<file path="src/rtl/id_operand_pipe_pkg.sv">
// Opcode/funct definitions and operand-select encodings shared by the ID operand pipe.
package id_operand_pipe_pkg;

  localparam logic [5:0] OP_SPECIAL = 6'h00;
  localparam logic [5:0] OP_BLTZ    = 6'h01;
  localparam logic [5:0] OP_JAL     = 6'h03;
  localparam logic [5:0] OP_ADDIU   = 6'h09;
  localparam logic [5:0] OP_SLTI    = 6'h0a;
  localparam logic [5:0] OP_SLTIU   = 6'h0b;
  localparam logic [5:0] OP_ANDI    = 6'h0c;
  localparam logic [5:0] OP_ORI     = 6'h0d;
  localparam logic [5:0] OP_XORI    = 6'h0e;
  localparam logic [5:0] OP_LUI     = 6'h0f;
  localparam logic [5:0] OP_LB      = 6'h20;
  localparam logic [5:0] OP_LH      = 6'h21;
  localparam logic [5:0] OP_LW      = 6'h23;
  localparam logic [5:0] OP_LBU     = 6'h24;
  localparam logic [5:0] OP_LHU     = 6'h25;
  localparam logic [5:0] OP_SB      = 6'h28;
  localparam logic [5:0] OP_SH      = 6'h29;
  localparam logic [5:0] OP_SW      = 6'h2b;

  localparam logic [5:0] FN_JALR    = 6'h09;

  typedef enum logic [1:0] {
    OPD1_REG,
    OPD1_LINK,
    OPD1_ZERO
  } opd1_sel_e;

  typedef enum logic [2:0] {
    OPD2_REG,
    OPD2_SEXT,
    OPD2_ZEXT,
    OPD2_HI,
    OPD2_ZERO
  } opd2_sel_e;

  function automatic logic is_store_op(input logic [5:0] opc);
    return (opc == OP_SB) || (opc == OP_SH) || (opc == OP_SW);
  endfunction

  function automatic logic is_load_op(input logic [5:0] opc);
    return (opc == OP_LB) || (opc == OP_LH) || (opc == OP_LW) ||
           (opc == OP_LBU) || (opc == OP_LHU);
  endfunction

endpackage

</file>
<file path="src/rtl/id_operand_pipe_fwd_resolve.sv">
// Priority bypass match for one source register: youngest (index 0) matching source wins.
module id_operand_pipe_fwd_resolve
  import id_operand_pipe_pkg::*;
#(
  parameter int DATA_W  = 32,
  parameter int REG_W   = 5,
  parameter int FWD_SRC = 2
) (
  input  logic [REG_W-1:0]          reg_addr,
  input  logic [DATA_W-1:0]         reg_data,
  input  logic [FWD_SRC-1:0]        fwd_valid,
  input  logic [FWD_SRC-1:0]        fwd_pending,
  input  logic [FWD_SRC*REG_W-1:0]  fwd_addr,
  input  logic [FWD_SRC*DATA_W-1:0] fwd_data,
  output logic [DATA_W-1:0]         data,
  output logic                      pending
);

  // Scan oldest to youngest so the lowest matching index overwrites last; r0 is never bypassed.
  always_comb begin
    data    = reg_data;
    pending = 1'b0;
    if (reg_addr != '0) begin
      for (int i = FWD_SRC - 1; i >= 0; i--) begin
        if (fwd_valid[i] && (fwd_addr[i*REG_W +: REG_W] == reg_addr)) begin
          data    = fwd_data[i*DATA_W +: DATA_W];
          pending = fwd_pending[i];
        end
      end
    end
  end

endmodule

</file>
<file path="src/rtl/id_operand_pipe.sv">
// ID-stage operand generator: decodes operand sources, resolves bypasses, detects
// load-use hazards and registers the operands into a valid/ready slot toward EX.
module id_operand_pipe
  import id_operand_pipe_pkg::*;
#(
  parameter int DATA_W  = 32,
  parameter int ADDR_W  = 32,
  parameter int REG_W   = 5,
  parameter int FWD_SRC = 2,
  parameter int CNT_W   = 16
) (
  input  logic                      clk,
  input  logic                      rst,
  input  logic                      flush,
  input  logic                      in_valid,
  output logic                      in_ready,
  input  logic [ADDR_W-1:0]         addr,
  input  logic [5:0]                op,
  input  logic [5:0]                funct,
  input  logic [15:0]               imm,
  input  logic [REG_W-1:0]          rs_addr,
  input  logic [REG_W-1:0]          rt_addr,
  input  logic [DATA_W-1:0]         reg_data_1,
  input  logic [DATA_W-1:0]         reg_data_2,
  input  logic [FWD_SRC-1:0]        fwd_valid,
  input  logic [FWD_SRC-1:0]        fwd_pending,
  input  logic [FWD_SRC*REG_W-1:0]  fwd_addr,
  input  logic [FWD_SRC*DATA_W-1:0] fwd_data,
  output logic                      out_valid,
  input  logic                      out_ready,
  output logic [DATA_W-1:0]         operand_1,
  output logic [DATA_W-1:0]         operand_2,
  output logic [DATA_W-1:0]         store_data,
  output logic                      load_use_stall,
  output logic [CNT_W-1:0]          stall_cnt
);

  opd1_sel_e           opd1_sel;
  opd2_sel_e           opd2_sel;
  logic                store_op;
  logic                rs_used;
  logic                rt_used;
  logic [DATA_W-1:0]   rs_data;
  logic [DATA_W-1:0]   rt_data;
  logic                rs_pend;
  logic                rt_pend;
  logic                hazard;
  logic                accept;
  logic [ADDR_W-1:0]   link_addr;
  logic [DATA_W-1:0]   op1_next;
  logic [DATA_W-1:0]   op2_next;
  logic [DATA_W-1:0]   sd_next;

  id_operand_pipe_fwd_resolve #(
    .DATA_W(DATA_W), .REG_W(REG_W), .FWD_SRC(FWD_SRC)
  ) u_rs_resolve (
    .reg_addr   (rs_addr),
    .reg_data   (reg_data_1),
    .fwd_valid  (fwd_valid),
    .fwd_pending(fwd_pending),
    .fwd_addr   (fwd_addr),
    .fwd_data   (fwd_data),
    .data       (rs_data),
    .pending    (rs_pend)
  );

  id_operand_pipe_fwd_resolve #(
    .DATA_W(DATA_W), .REG_W(REG_W), .FWD_SRC(FWD_SRC)
  ) u_rt_resolve (
    .reg_addr   (rt_addr),
    .reg_data   (reg_data_2),
    .fwd_valid  (fwd_valid),
    .fwd_pending(fwd_pending),
    .fwd_addr   (fwd_addr),
    .fwd_data   (fwd_data),
    .data       (rt_data),
    .pending    (rt_pend)
  );

  // Operand source decode from opcode/funct.
  always_comb begin
    opd1_sel = OPD1_ZERO;
    opd2_sel = OPD2_ZERO;
    case (op)
      OP_SPECIAL: begin
        if (funct == FN_JALR) opd1_sel = OPD1_LINK;
        else                  opd1_sel = OPD1_REG;
        opd2_sel = OPD2_REG;
      end
      OP_JAL:  opd1_sel = OPD1_LINK;
      OP_BLTZ: opd1_sel = OPD1_REG;
      OP_LUI: begin
        opd1_sel = OPD1_REG;
        opd2_sel = OPD2_HI;
      end
      OP_ADDIU, OP_SLTI, OP_SLTIU: begin
        opd1_sel = OPD1_REG;
        opd2_sel = OPD2_SEXT;
      end
      OP_ANDI, OP_ORI, OP_XORI: begin
        opd1_sel = OPD1_REG;
        opd2_sel = OPD2_ZEXT;
      end
      default: begin
        if (is_load_op(op) || is_store_op(op)) begin
          opd1_sel = OPD1_REG;
          opd2_sel = OPD2_SEXT;
        end
      end
    endcase
  end

  assign store_op = is_store_op(op);
  assign rs_used  = (opd1_sel == OPD1_REG);
  assign rt_used  = (opd2_sel == OPD2_REG) || store_op;

  // A hazard only counts when the winning bypass for a used register is still pending.
  assign hazard         = (rs_used && rs_pend) || (rt_used && rt_pend);
  assign load_use_stall = in_valid && hazard && !flush;
  assign in_ready       = (!out_valid || out_ready) && !hazard && !flush;
  assign accept         = in_valid && in_ready;

  // Link address wraps at the PC width before being zero-extended to the datapath.
  assign link_addr = addr + ADDR_W'(8);

  // Operand muxes feeding the slot.
  always_comb begin
    op1_next = '0;
    op2_next = '0;
    sd_next  = '0;
    case (opd1_sel)
      OPD1_REG:  op1_next = rs_data;
      OPD1_LINK: op1_next = DATA_W'(link_addr);
      default:   op1_next = '0;
    endcase
    case (opd2_sel)
      OPD2_REG:  op2_next = rt_data;
      OPD2_SEXT: op2_next = DATA_W'($signed(imm));
      OPD2_ZEXT: op2_next = DATA_W'(imm);
      OPD2_HI:   op2_next = DATA_W'({imm, 16'h0000});
      default:   op2_next = '0;
    endcase
    if (store_op) sd_next = rt_data;
  end

  // Pipeline slot: flush beats accept, accept beats drain; operands only move on accept.
  always_ff @(posedge clk or negedge rst) begin
    if (!rst) begin
      out_valid  <= 1'b0;
      operand_1  <= '0;
      operand_2  <= '0;
      store_data <= '0;
    end else if (flush) begin
      out_valid <= 1'b0;
    end else if (accept) begin
      out_valid  <= 1'b1;
      operand_1  <= op1_next;
      operand_2  <= op2_next;
      store_data <= sd_next;
    end else if (out_valid && out_ready) begin
      out_valid <= 1'b0;
    end
  end

  // Saturating load-use stall counter.
  always_ff @(posedge clk or negedge rst) begin
    if (!rst) begin
      stall_cnt <= '0;
    end else if (load_use_stall && (stall_cnt != '1)) begin
      stall_cnt <= stall_cnt + CNT_W'(1);
    end
  end

endmodule
</file>
<file path="config.mk">
export PLATFORM = sky130hd
export DESIGN_NAME = id_operand_pipe
export DESIGN_NICKNAME = d
export VERILOG_FILES = /design/src/rtl/id_operand_pipe_pkg.sv /design/src/rtl/id_operand_pipe_fwd_resolve.sv /design/src/rtl/id_operand_pipe.sv
export SDC_FILE = /design/constraint.sdc
export NUM_CORES = 1
export LEC_CHECK = 0
export BUFFER_PORTS_ARGS = -buffer_cell sky130_fd_sc_hd__buf_4
export CAP_MARGIN = 20
export CELL_PAD_IN_SITES_DETAIL_PLACEMENT = 0
export CELL_PAD_IN_SITES_GLOBAL_PLACEMENT = 1
export CORE_MARGIN = 4
export CORE_UTILIZATION = 38
export DETAILED_ROUTE_END_ITERATION = 12
export PLACE_DENSITY_LB_ADDON = 0.1
export REMOVE_ABC_BUFFERS = 1
export SETUP_SLACK_MARGIN = 0.2
export SYNTH_ARGS = -nofsm -noshare
export SYNTH_HDL_FRONTEND = slang
export SYNTH_HIERARCHICAL = 1
export SYNTH_SLANG_ARGS = --single-unit
</file>
<file path="constraint.sdc">
create_clock -name clk -period 8.3 [get_ports clk]
set_clock_uncertainty 0.1 [all_clocks]
set_input_delay 2.49 -clock clk [delete_from_list [all_inputs] [get_ports clk]]
set_output_delay 2.49 -clock clk [all_outputs]
set_load 0.01 [all_outputs]
</file>
## Word level (Yosys, flattened, before mapping)

Cells that the tools add are included.

- Add/sub/neg operators: 2
- Multipliers: 0
- Divide/modulo/power cells: 0
- Magnitude comparators: 0
- Eq/ne operators: 27
- Shifts and indexed selects: 0
- Muxes and demuxes: 23
- Bitwise operators: 1
- Reduce and logical (&&, ||, !) cells: 37

Operator list:

| cell | count |
|---|---|
| $mux 32 | 7 |
| $pmux 32 s4 | 1 |
| $pmux 32 s2 | 1 |
| $eq 6x4->1 const B | 8 |
| $eq 6x6->1 const B | 8 |
| $add 32x4->32 const B | 1 |
| $eq 5x5->1 | 4 |
| $add 16x1->16 const B | 1 |
| $ne 16x16->1 const B | 1 |
| $pmux 3 s5 | 1 |
| $logic_and 1x1->1 | 13 |
| $logic_or 1x1->1 | 10 |
| $mux 1 | 10 |
| $reduce_bool 5->1 | 2 |
| $reduce_or 8->1 | 1 |
| $eq 3x2->1 const B | 2 |
| $eq 6x1->1 const B | 1 |
| $eq 6x2->1 const B | 1 |
| $logic_not 6->1 | 1 |
| $pmux 2 s3 | 1 |
| $reduce_or 3->1 | 2 |
| $eq 3x1->1 const B | 1 |
| $logic_not 1->1 | 3 |
| $logic_not 3->1 | 1 |
| 8 further kinds | 8 |

- Bits in registers: 113
- Bits in latches: 0
- Bits in writable memories: 0
- ROM bits: 0
- Bits of input ports: 217
- Output and inout bits: 115
- Memories kept: 0

## Depth between registers and ports, before layout

Gate-level depths: netlist of run 1.

- Depth in word-level cells: 18
- Mapped depth: 12

## Modules after synthesis

Netlist of run 1, hierarchy kept.

Modules (own cells, without submodules):

| module | times used | cells an instance | area each (µm²) | seq. area each (µm²) |
|---|---|---|---|---|
| id_operand_pipe | 1 | 646 | 5884.4 | 2827.7 |
| id_operand_pipe_fwd_resolve | 2 | 102 | 930.9 | 0.0 |

## Least setup slack after synthesis of run 1

OpenSTA, ideal clock, no wires.

- Path kind: input to output
- From: input port rs_addr[1]
- To: output port load_use_stall
- Data arrival time: 4163 ps
- Slack: 1547 ps
- Stages: 8
- Path buffers: 1
- Cells stage by stage: xor2_1 -> nor4_2 -> o211ai_1 -> o22ai_1 -> and2_1 -> nand3b_1 -> o31ai_2 -> buf_6

- Longest elaborated chain between the ends: 9

RTL lines:

| element | line | RTL |
|---|---|---|
| start, declared | id_operand_pipe.sv:21 | `input logic [REG_W-1:0] rs_addr,` |
| $eq 5x5->1 | id_operand_pipe_fwd_resolve.sv:25 | `if (fwd_valid[i] && (fwd_addr[i*REG_W +: REG_W] == reg_addr)) begin` |
| $logic_and 1x1->1 | id_operand_pipe_fwd_resolve.sv:25 |  |
| $mux 1 (2 in series) | id_operand_pipe_fwd_resolve.sv:25 |  |
| $mux 1 (*) | id_operand_pipe_fwd_resolve.sv:23 | `if (reg_addr != '0) begin` |
| named net rs_pend | id_operand_pipe.sv:45 | `logic rs_pend;` |
| $logic_and 1x1->1 (*) | id_operand_pipe.sv:118 | `assign hazard = (rs_used && rs_pend) \|\| (rt_used && rt_pend);` |
| $logic_or 1x1->1 (*) | id_operand_pipe.sv:118 |  |
| $logic_and 1x1->1 (*) (2 in series) | id_operand_pipe.sv:119 | `assign load_use_stall = in_valid && hazard && !flush;` |
| end, declared | id_operand_pipe.sv:34 | `output logic load_use_stall,` |

Mark *: on every way through the listed nets, which the timed path passes. The rest lies on a longest branch.

## Worst setup path after layout of run 1

Same ends and word-level chain as after synthesis.

==> results.md, run 1 <==
* Status: complete, no violations
* Final GP Congestion at 0.908
* Global-route wire length before repair at roughly 47 mm
* Non-Filler Instances at 1430
* Antenna diodes at 0
* Starting utilization of the core area at 0.392
* Post-synth ARST share at 1.00
* Share of synthesized area occupied by flip-flops and latches at 0.365
* Most instantiated flip-flop cell in the synthesis netlist: sky130_fd_sc_hd__dfrtp_1
* Number of maximum-capacitance violations at 0
* Arrival time at the worst endpoint at 4.59 ns
* Overall track demand over capacity in global routing at 0.269
* Setup slack of the critical path after layout at 1.12 ns
* Count of standard-cell rows at 51
* Met2 Resource Use GR at 0.423
* Height of the die at 151 µm
* Placeable core region at around 20000 µm²
* Area of the die at between 20000 and 25000 µm²
* Global routing usage on met1 at 0.367
* Post-route cell area at between 10000 and 15000 µm²
* Most common cell type on the critical path: sky130_fd_sc_hd__buf_4
* Number of buffers on the longest clock path at 2
* Sum of net half-perimeters after detailed placement at 23.3 mm
* Crit-path cells: buf_4 -> xnor2_1 -> nand4_1 -> or2_1 -> buf_4 -> o22ai_1 -> and2_1 -> nand3b_1 -> o31ai_2 -> buf_4 -> buf_4
* Clock transition at the registers of the reported paths at ~0.050 ns
* Cell with the largest stage delay on the worst path: sky130_fd_sc_hd__buf_4
* Number of instances in the synthesized netlist at 850
* DRC violations left at 0
* Via count normalized by instance count at 5.51
* Clock root buffer master: sky130_fd_sc_hd__clkbuf_16
* Worst setup slack after placement at ~1.1 ns
* GRT Max-Usage Layer: met2
* Worst slew margin at 0.272
* Number of placed instances, taps included at approximately 1400
* Startpoint kind of the worst setup timing path: primary input
* Chip Width at 151 µm
* Area overhead of the layout relative to synthesis at 41.0%
* I/O pin cnt at 332
* Maximum number of pins on one net before global-route repair at 100
* Worst EP required at 5.71 ns
* Post-route ant nets at 0
* Final setup fails at 0
* Achievable frequency at 0.139 GHz
* Cell family contributing the most delay on the critical path: buffers and inverters
* Final Net Count at about 1400
* Kind of path behind the tightest hold check: register to register
* CTS tree: built
* FF+latch count, synth at 113
* Total vias in the final route at ~8000
* Type of element capturing the critical path: primary output
* Shortest period the worst path allows at 7.18 ns
* Number of synthesized flops with an enable pin at 0
* Mean cell area of the mapped netlist at 9.11 µm²
* Number of warnings issued by yosys at 6
* Post-CTS setup buffer count at 0
* Classification of the worst setup path: primary input to primary output
* Leading cell types by total area after synthesis: sky130_fd_sc_hd__dfrtp_1, sky130_fd_sc_hd__a2bb2oi_2, sky130_fd_sc_hd__nand2_1, sky130_fd_sc_hd__xnor2_1, sky130_fd_sc_hd__o22ai_1
* Routed Wire Length at 31.4 mm
* Quantity of I/O buffers inserted on ports at around 330
* Delay of the slowest cell on the worst path at between 0.2 and 0.3 ns
* Worst Path Buf+Inv at 4
* Power Density at 153 nW/µm²
* Global routing usage on met3 at 0.0634
* Number of CTS-inserted buffers at 17
* Via count of the first global-routing pass at about 7800
* Post-Synthesis Cell Area at 7750 µm²
* CTS Hold Buffers Added at 0
* Top library cells by usage in the layout, fill and taps aside: sky130_fd_sc_hd__buf_4, sky130_fd_sc_hd__nand2_1, sky130_fd_sc_hd__dfrtp_1, sky130_fd_sc_hd__o21ai_0, sky130_fd_sc_hd__o22ai_1
* Count of pins over their slew limit at 0
* Initial antenna violation count at 1
* Clock sinks at 113
* Average wire per standard cell at 21.9 µm
* Commonest non-fill, non-tap cell in the layout: sky130_fd_sc_hd__buf_4
* Layout cell share with drive strength beyond 1 at 0.401
* Cells resized by post-CTS repair at 0
* Number of DRC violations after detailed-routing iteration 0 at 531
* Unrepaired setup endpoints after global routing: false
* Largest area contributor in the synthesized netlist: sky130_fd_sc_hd__dfrtp_1
* Transition time at the pin with the least slew margin at 1.09 ns
* Top-area cell type share of the netlist area at 0.365
* Final global-route overflow total at 0
* DP Area at ~10000 µm²
* H-Tree Level Count at 4
* Worst voltage drop across the vdd grid at 0.118 mV
* Iteration count of the initial detailed-routing pass at 4
* Static Leakage at a little under 5 nW
* Count of distinct cell types in the synthesized netlist at 57
* Setup_tns at 0 ns
* Insertion delay to the later sink of the worst-skew pair at 0.41 ns
* Maximum fanout encountered on the critical timing path at 34
* Final worst-path cycle share at 0.864
* Count of final hold-check violations at 0
-- cells by family after synthesis --
family                     count (synthesis)  share of synthesized area
muxes                                     15                     0.0195
AOI/OAI and AO/OA                        293                      0.317
xor gates and xnor gates                  63                     0.0712
buffers and inverters                     76                     0.0527
adders and majority gates                  2                    0.00323
DFF                                      113                      0.365
and+or+nand+nor                          288                      0.171
-- final timing paths --
| kind | from | to | slack, ns | cells after the start |
|---|---|---|---|---|
| max | rs_addr[1] | load_use_stall | 1.12 | 11 |
| min | operand_1[13] | operand_1[13] | 0.37 | 2 |
| max reg2reg | out_valid | store_data[11] | 6.05 | 4 |
| min reg2reg | operand_1[13] | operand_1[13] | 0.37 | 2 |
| max in group asynchronous | rst | operand_1[6] | 4.76 | 2 |
| min in group asynchronous | rst | store_data[18] | 1.97 | 1 |
-- cell type report --
class	count	area, µm²
clock buffers	18	439
fillers	1896	8860
clock inverters	14	133
repair buffers	351	2630
flip-flops and latches	113	2830
multi-input cells	661	4530
inverters	8	30.0
well taps	265	332
-- cells in the mapped netlist (19+ instances only) --
cell,number
sky130_fd_sc_hd__nand2_1,151
sky130_fd_sc_hd__dfrtp_1,113
sky130_fd_sc_hd__o21ai_0,78
sky130_fd_sc_hd__o22ai_1,66
sky130_fd_sc_hd__a2bb2oi_2,60
sky130_fd_sc_hd__xnor2_1,50
sky130_fd_sc_hd__nor2_1,42
sky130_fd_sc_hd__clkbuf_1,28
sky130_fd_sc_hd__nand3_1,22
sky130_fd_sc_hd__buf_2,19
sky130_fd_sc_hd__o31ai_1,19
-- power breakdown --
part	switching [mW]	internal, mW
Combinational	0.182	0.182
Clock	0.286	0.423
Sequential	0.0196	0.583
Total	0.488	1.19
-- worst reg2reg max path, stage by stage, from the launching register on --
cell	delay, ns
sky130_fd_sc_hd__dfrtp_1	0.35
sky130_fd_sc_hd__nand2b_1	0.13
sky130_fd_sc_hd__o2111ai_4	0.42
sky130_fd_sc_hd__buf_4	0.81
sky130_fd_sc_hd__o21ai_0	0.28
-- flip-flops by register name (all words and copies together), names as in the netlist --
register	count
stall_cnt	16
store_data	32
out_valid	1
operand_2	32
operand_1	32
-- routing by layer --
layer / part of all wire / vias to the layer above
li1: - / 3743
met1: 0.42 / 3778
met2: 0.47 / 310
met3: 0.075 / 52
met4: 0.030 / 2
met5: 0.00064 / -
-- stage by stage --
step	power (mW)	utilization	hold WS (ns)
after floorplan	0.759	-	0.416
after global placement	0.974	0.523	0.361
after detailed placement	0.976	0.523	0.368
after CTS	1.69	0.552	0.381
after global routing	1.75	0.552	0.394
final	1.68	0.552	0.374
No activity file was read; power rests on OpenSTA's default activity.
==> inputs of run 2 (changes only) <==
- MAX_ROUTING_LAYER: not set -> met4
==> run 2 against run 1 <==
Net effect:
- final area rose by 0.31%
- worst setup slack worse by 0.031 ns
- first-iteration DRC count down 21%
- total power is 2.8% higher
- hold slack better by 0.0035 ns
- maximum frequency down 0.43%
- register-to-register slack is essentially flat
- sequential power barely moved
- sequential share of layout area decreased by 0.080 points
- critical path type unchanged
- largest power group unchanged
==> results.md, run 2 (synthesis gave the netlist of run 1 again) <==
* Maximum fanout encountered on the critical timing path at 34 (unchanged)
* Via count normalized by instance count at 5.49 (-0.43%)
* Static Leakage at 4.89 nW (+0.36%)
* Number of maximum-capacitance violations at 0 (unchanged)
* Placeable core region at 19800 µm² (unchanged)
* CTS tree: built
* Shortest period the worst path allows at 7.21 ns (+0.0310 ns)
* Final GP Congestion at 0.941 (+3.6%)
* DRC violations left at 0 (unchanged)
* Count of final hold-check violations at 0 (unchanged)
* Chip Width at 151 µm (unchanged)
* Starting utilization of the core area at 0.392 (unchanged)
* Global-route wire length before repair at 46.3 mm (-0.89%)
* Commonest non-fill, non-tap cell in the layout: sky130_fd_sc_hd__buf_4
* Number of CTS-inserted buffers at 17 (unchanged)
* Top library cells by usage in the layout, fill and taps aside: sky130_fd_sc_hd__buf_4, sky130_fd_sc_hd__nand2_1, sky130_fd_sc_hd__dfrtp_1, sky130_fd_sc_hd__o21ai_0, sky130_fd_sc_hd__o22ai_1
* Post-CTS setup buffer count at 0 (unchanged)
* Clock sinks at 113 (unchanged)
* Power Density at 157 nW/µm² (+2.5%)
* Final worst-path cycle share at 0.868 (+0.00373)
* Achievable frequency at 0.139 GHz (-0.43%)
* Quantity of I/O buffers inserted on ports at 331 (unchanged)
* DP Area at 10400 µm² (about the same)
* Final global-route overflow total at 0 (unchanged)
* Utilization after layout at 0.554 (+0.00171)
* Classification of the worst setup path: primary input to primary output
* Area overhead of the layout relative to synthesis at 41.4%
* Transition time at the pin with the least slew margin at 1.14 ns (+0.0463 ns)
* Status: complete, no violations
* Count of standard-cell rows at 51 (unchanged)
* Insertion delay to the later sink of the worst-skew pair at 0.42 ns (about the same)
* Total vias in the final route at 7851 (-0.43%)
* Startpoint kind of the worst setup timing path: primary input
* Leading registers by flop count: operand_1 (32), operand_2 (32), store_data (32)
* Maximum number of pins on one net before global-route repair at 162 (+62%)
* Routed Wire Length at 31.5 mm (+0.35%)
* I/O pin cnt at 332 (unchanged)
* H-Tree Level Count at 4 (unchanged)
* Average wire per standard cell at 22.0 µm (+0.35%)
* Iteration count of the initial detailed-routing pass at 5 (+1)
* Post-route cell area at 11000 µm² (+0.31%)
* Type of element capturing the critical path: primary output
* Number of buffers on the longest clock path at 2 (unchanged)
* Setup_tns at 0 ns (unchanged)
* Final setup fails at 0 (unchanged)
* Overall track demand over capacity in global routing at 0.277 (+0.00712)
* Worst voltage drop across the vdd grid at 0.167 mV (+42%)
* Height of the die at 151 µm (unchanged)
* Area of the die at 22700 µm² (unchanged)
* Post-route ant nets at 0 (unchanged)
* CTS Hold Buffers Added at 0 (unchanged)
* Via count of the first global-routing pass at 7680 (-1.6%)
* Initial antenna violation count at 0 (-1)
* Worst slew margin at 0.241 (-0.0309)
* Final Net Count at 1370 (-0.073%)
* Count of pins over their slew limit at 0 (unchanged)
* Cells resized by post-CTS repair at 0 (unchanged)
* Arrival time at the worst endpoint at 4.62 ns (+0.03 ns)
* Kind of path behind the tightest hold check: register to register
* Number of DRC violations after detailed-routing iteration 0 at 419 (-21%)
* Layout cell share with drive strength beyond 1 at 0.400 (-0.000515)
* Unrepaired setup endpoints after global routing: false
* Clock transition at the registers of the reported paths at 0.06 ns (about the same)
* Worst EP required at 5.71 ns (about the same)
* Sum of net half-perimeters after detailed placement at 23.2 mm (-0.29%)
* Clock root buffer master: sky130_fd_sc_hd__clkbuf_16
==> run 2: cell type report <==
class                           instances  area, µm²
Tap cell                              265        332
Clock inverter                         15        173
Antenna cell                            1       2.50
Clock buffer                           17        425
Inverter                                8       30.0
Fill cell                            1912       8820
Timing Repair Buffer                  350       2640
Multi-Input combinational cell        661       4530
Sequential cell                       113       2830
==> run 2: power breakdown <==
part / internal, mW / switching (mW) / total (mW)
sequential: 0.583 / 0.0203 / 0.603
clock: 0.452 / 0.304 / 0.756
combinational: 0.182 / 0.181 / 0.363
==> run 2: critical path, cell delays in order <==
cell                       delay [ns]
sky130_fd_sc_hd__buf_4           0.13
sky130_fd_sc_hd__xnor2_1         0.16
sky130_fd_sc_hd__nand4_1         0.15
sky130_fd_sc_hd__or2_1           0.25
sky130_fd_sc_hd__buf_4           0.27
sky130_fd_sc_hd__o22ai_1         0.19
sky130_fd_sc_hd__and2_1          0.23
sky130_fd_sc_hd__nand3b_1        0.11
sky130_fd_sc_hd__o31ai_2         0.19
sky130_fd_sc_hd__buf_4           0.27
sky130_fd_sc_hd__buf_4           0.17
==> run 2: final timing paths <==
| check | cells past startpoint | from | endpoint | slack, ns |
|---|---|---|---|---|
| max | 11 | rs_addr[1] | load_use_stall | 1.09 |
| min | 2 | operand_2[12] | operand_2[12] | 0.38 |
| max reg2reg | 7 | stall_cnt[0] | stall_cnt[13] | 6.06 |
| min reg2reg | 2 | operand_2[12] | operand_2[12] | 0.38 |
| max in group asynchronous | 2 | rst | operand_1[20] | 4.77 |
| min in group asynchronous | 1 | rst | operand_2[31] | 1.97 |
==> run 2: through the flow <==
| stage | worst slack [ns] | hold WS [ns] | instances | total power, mW |
|---|---|---|---|---|
| finish | 1.09 | 0.377 | 1430 | 1.72 |
| global route | 0.940 | 0.397 | 1429 | 1.79 |
| CTS | 1.14 | 0.381 | 1429 | 1.74 |
| detailed placement | 1.14 | 0.369 | 1397 | 0.977 |
| global placement | 1.16 | 0.362 | 1396 | 0.975 |
| floorplan | 0.660 | 0.416 | 782 | 0.759 |
==> run 2: layer usage <==
| layer | vias to the layer above | GRT usage | wire [µm] |
|---|---|---|---|
| met5 | - | - | 0 |
| li1 | 3748 | - | - |
| met1 | 3798 | 0.368 | 13800 |
| met2 | 263 | 0.431 | 14900 |
| met3 | 42 | 0.0515 | 2060 |
| met4 | 0 | 0.0830 | 731 |
